### src/rtl/snail_match_logger.sv
// Match logger: counts detector pulses, measures inter-match gaps and
// queues {first, gap} records in a circular FIFO drained by valid/ready.
// Ports: clk, reset (async, active-low), match, clear (sync)
//        rec_valid/rec_ready/rec_first/rec_gap  head record handshake
//        match_count, overflow (sticky), level  status
module snail_match_logger #(
  parameter int GAP_W = 8,
  parameter int CNT_W = 16,
  parameter int DEPTH = 4
) (
  input  logic                     clk,
  input  logic                     reset,
  input  logic                     match,
  input  logic                     clear,
  output logic                     rec_valid,
  input  logic                     rec_ready,
  output logic                     rec_first,
  output logic [GAP_W-1:0]         rec_gap,
  output logic [CNT_W-1:0]         match_count,
  output logic                     overflow,
  output logic [$clog2(DEPTH):0]   level
);

  localparam int AW = $clog2(DEPTH);
  localparam int LW = AW + 1;
  localparam logic [GAP_W-1:0] GMAX = '1;
  localparam logic [CNT_W-1:0] CMAX = '1;
  localparam logic [LW-1:0] FULL = LW'(DEPTH);

  logic             mem_first_q [DEPTH];
  logic [GAP_W-1:0] mem_gap_q   [DEPTH];
  logic [AW-1:0]    wr_q, rd_q;
  logic [LW-1:0]    lvl_q, lvl_d;
  logic [GAP_W-1:0] dist_q, dist_d;
  logic [CNT_W-1:0] cnt_q;
  logic             armed_q;
  logic             ovf_q;

  logic             pop, push, full;
  logic             new_first;
  logic [GAP_W-1:0] new_gap;

  always_comb begin
    full      = (lvl_q == FULL);
    pop       = rec_valid && rec_ready;
    // A full FIFO still accepts a record when the head leaves this cycle
    push      = match && (!full || pop);
    new_first = armed_q;
    new_gap   = armed_q ? '0 : dist_q;
    lvl_d     = lvl_q + LW'(push) - LW'(pop);
    dist_d    = dist_q;
    if (match)
      dist_d = GAP_W'(1);
    else if (dist_q != GMAX)
      dist_d = dist_q + GAP_W'(1);
  end

  always_ff @(posedge clk or negedge reset) begin
    if (!reset) begin
      wr_q    <= '0;
      rd_q    <= '0;
      lvl_q   <= '0;
      dist_q  <= '0;
      cnt_q   <= '0;
      ovf_q   <= 1'b0;
      armed_q <= 1'b1;
      for (int i = 0; i < DEPTH; i++) begin
        mem_first_q[i] <= 1'b0;
        mem_gap_q[i]   <= '0;
      end
    end else if (clear) begin
      wr_q    <= '0;
      rd_q    <= '0;
      lvl_q   <= '0;
      dist_q  <= '0;
      cnt_q   <= '0;
      ovf_q   <= 1'b0;
      armed_q <= 1'b1;
    end else begin
      dist_q <= dist_d;
      lvl_q  <= lvl_d;
      if (match) begin
        armed_q <= 1'b0;
        if (cnt_q != CMAX)
          cnt_q <= cnt_q + CNT_W'(1);
        if (!push)
          ovf_q <= 1'b1;
      end
      if (push) begin
        mem_first_q[wr_q] <= new_first;
        mem_gap_q[wr_q]   <= new_gap;
        wr_q              <= wr_q + AW'(1);
      end
      if (pop)
        rd_q <= rd_q + AW'(1);
    end
  end

  assign rec_valid   = (lvl_q != '0);
  assign rec_first   = mem_first_q[rd_q];
  assign rec_gap     = mem_gap_q[rd_q];
  assign match_count = cnt_q;
  assign overflow    = ovf_q;
  assign level       = lvl_q;

endmodule

### config.mk
export PLATFORM = sky130hd
export DESIGN_NAME = snail_match_logger
export DESIGN_NICKNAME = d
export VERILOG_FILES = /design/src/rtl/snail_match_logger.sv
export SDC_FILE = /design/constraint.sdc
export NUM_CORES = 1
export LEC_CHECK = 0
export CAP_MARGIN = 30
export CELL_PAD_IN_SITES_DETAIL_PLACEMENT = 0
export CELL_PAD_IN_SITES_GLOBAL_PLACEMENT = 1
export CORE_ASPECT_RATIO = 0.9
export CORE_UTILIZATION = 30
export DETAILED_ROUTE_END_ITERATION = 10
export MAX_ROUTING_LAYER = met4
export PLACE_DENSITY_LB_ADDON = 0.1
export SETUP_SLACK_MARGIN = 0.5
export SLEW_MARGIN = 10
export SYNTH_ARGS = -nofsm -noshare
export SYNTH_HDL_FRONTEND = slang
export SYNTH_SLANG_ARGS = --single-unit
### constraint.sdc
create_clock -name clk -period 2.17 [get_ports clk]
set_input_delay 0.3255 -clock clk [delete_from_list [all_inputs] [get_ports clk]]
set_output_delay 0.3255 -clock clk [all_outputs]
set_load 0.02 [all_outputs]
==> flow_summary.yaml <==
setup_path:
  worstPathRequired_ns: 2.38
  worst-path-buf-inv: 2
  worstPathCellList: "nor4b_4 -> nand2b_4 -> ha_4 -> inv_2 -> ha_4 -> inv_2 -> fa_2 -> xor2_1 -> xnor2_1 -> nor2_1"
  reg2reg_to: "level[2]$_DFF_PN0_"
  cpPeakStageDelay_ns: 0.43
  crit_family: "adder cells"
  worst-path-max-fanout: 3
  crit-reg2reg-launch: "level[0]$_DFF_PN0_"
  cp-start-kind: "flop"
  path_class: "flop to flop"
  setup.worst_path.end_class: "flop"
  crit_arrival_ns: 2.29
  r2r_cells: 10
  critPathSlowestCell: "dfrtp_2"
  r2r_setup_slack_ns: 0.08
sta:
  final-hold-violation-count: 1
  clock.fmax_mhz: 479
  rsz0062_at_grt: "yes"
  hold_slack_ns: -0.00117
  finalCritPeriodShare: 0.962
  finalSetupViolations: 0
  fin_skew_ns: 0.00648
  relSlewSlack: 0.727
  worst_pin_slew_ns: 0.410
  slew_viol_final: 0
  fin_crit_ns: 2.09
clock_tree:
  cts_hold_buffers: 0
  cts_tree: "built"
  insertion_delay_ns: 0.33
  htree_levels: 3
  cts.clk_slew.worst_paths_ns: 0.06
  clockBufferDepth: 2
  cts.sinks: 69
  cts_buffers: 9
  clockRootBuffer: "clkbuf_16"
logic_synthesis:
  synth_seq_area_share: 0.507
  synth-seq-cells: 69
  synth.distinct_cells: 45
  syn-num-nets: 295
  yosysWarnings: 0
  synth-async-reset-ratio: 1.00
  avgSynthCellArea_sq_um: 12.1
  synth_edf_count: 0
  ys.flop_type: "dfrtp_1"
  synth_cells: 281
  synth_area_sq_um: 3410
finish:
  mostFrequentLayoutCells: "dfrtp_1, mux2_4, buf_4"
  final_area_sq_um: 4970
  drive_above_1_share: 0.397
  mostFrequentLayoutCell: "dfrtp_1"
  antennaDiodeCount: 0
  area_growth_pct: 46.0
  nets: 367
detailed_routing:
  drtAntennaViolNets: 0
  dr.pass1.iters: 4
  vias_per_cell: 4.70
  initialDrtViolationCount: 73
  drt_wl_total_um: 8250
  drc: 0
  post_drt_wl_per_cell_um: 16.2
  vias: 2397
power:
  seq_power_share: 0.372
  p_int_mw: 2.93
  power_switching_mw: 1.05
  leakagePower_nw: 2.34
  comb_power_share: 0.247
  pwr-share-clk: 0.381
  ir_worst_vdd_mv: 0.477
  swShare: 0.264
  power_mw: 3.98
  power_density_nw_per_um2: 800
grt:
  grt_overflow: 0
  grt_pass1_wl_um: 13300
  grt_usage: 0.159
  grt_max_degree: 70
  grt_pass1_vias: 2451
  antenna_found_initial: 0
floorplanning:
  die_height_um: 103
  start_util: 0.311
  dieArea_sq_um: 11800
  row_count: 36
  io_pins: 35
  die_w_um: 114
  coreArea_sq_um: 10900
placement:
  placedInstanceArea_sq_um: 4180
  dpl.hpwl_um: 4970
  port_buffers: 34
  place.gp.congestion: 0.701
run:
  maxCapViolCount: 0
worst_hold_path:
  min_path_type: "input port to async pin"
status:
  status: "finished with violations"
  violations: "negative hold slack"
[what timing repair did]
action / in CTS / in global routing
resized for setup: 76 / 74
pin swaps: 7 / 3
buffers inserted: 10 / 3
endpoints found under the hold margin: 0 / 0
endpoints found under the setup margin: 71 / 58
cloned: 4 / 0
[routing by layer]
metal	vias up	wire length, um	GRT usage
met5	-	0	-
met4	0	74	0.0509
met3	7	174	0.0423
met2	29	3680	0.235
met1	1204	4320	0.211
li1	1157	-	-
[metrics by stage]
step | TNS, ns | utilization | cells | setup WS, ns
2_1_floorplan | -0.0273 | - | 281 | -0.0273
3_3_place_gp | -0.424 | 0.382 | 477 | -0.279
3_5_place_dp | -0.507 | 0.382 | 477 | -0.326
4_1_cts | 0 | 0.429 | 507 | 0.0685
5_1_grt | -0.0291 | 0.454 | 510 | -0.0291
6_report | 0 | 0.454 | 510 | 0.0831
[sequential cells by signal, summed over array words and instances, names as in the netlist]
name         flops
mem_first_q      4
rd_q             2
overflow         1
armed_q          1
match_count     16
mem_gap_q       32
level            3
wr_q             2
dist_q           8
[power groups by stage]
stage               combinational, mW  sequential (mW)  clock (mW)
finish                          0.985             1.48        1.52
global route                     1.08             1.49        1.62
CTS                             0.891             1.48        1.56
detailed placement              0.799             1.51           0
global placement                0.798             1.51           0
floorplan                       0.439             1.51           0
[cell families (layout without fill, tap and decap cells)]
family / after synthesis / after routing / synth area share
adder cells (fa/ha/maj): 9 / 9 / 0.0353
XOR/XNOR: 19 / 19 / 0.0489
buffers and inverters: 19 / 96 / 0.0213
flip-flops: 69 / 69 / 0.507
AO/OA/AOI/OAI: 30 / 30 / 0.0558
multiplexers: 50 / 50 / 0.193
AND/OR/NAND/NOR: 85 / 85 / 0.138
[Yosys cell counts, types with 2 or more instances]
master    number  area (sq um)
a21oi_1        2          10.0
and3_1         2          12.5
clkbuf_1       9          33.8
dfrtp_1       68          1700
ha_1           8           100
inv_1          9          33.8
mux2_1         3          33.8
mux2_2        33           372
mux2i_1        5          50.1
mux4_2         9           203
nand2_1       10          37.5
nand2_2        4          25.0
nand2b_1       2          12.5
nand3_1        7          35.0
nand4_1        9          56.3
nor2_1        20          75.1
nor2b_1       10          62.6
nor3_1         6          30.0
nor4_1         4          25.0
o21ai_0       19          95.1
xnor2_1       13           114
xor2_1         6          52.6
[worst max path at each step]
stage                        from            endpoint  slack [ns]  cells after the start
3_5_place_dp            rec_ready  level[2]$_DFF_PN0_       -0.33                     11
2_1_floorplan  level[0]$_DFF_PN0_  level[2]$_DFF_PN0_       -0.03                     10
3_3_place_gp            rec_ready  level[2]$_DFF_PN0_       -0.28                     11
4_1_cts        level[0]$_DFF_PN0_  level[2]$_DFF_PN0_        0.07                     10
5_1_grt        level[0]$_DFF_PN0_  level[2]$_DFF_PN0_       -0.03                     10
6_report       level[0]$_DFF_PN0_  level[2]$_DFF_PN0_        0.08                     10
[final cells by class]
type,count,area [sq um]
multi-input combinational,193,1900
timing repair buffer,71,792
inverter,9,33.8
sequential,69,1740
clock buffer,13,270
fill,1036,5970
tap,152,190
clock inverter,3,42.5
Power figures use the tool's default switching activity.
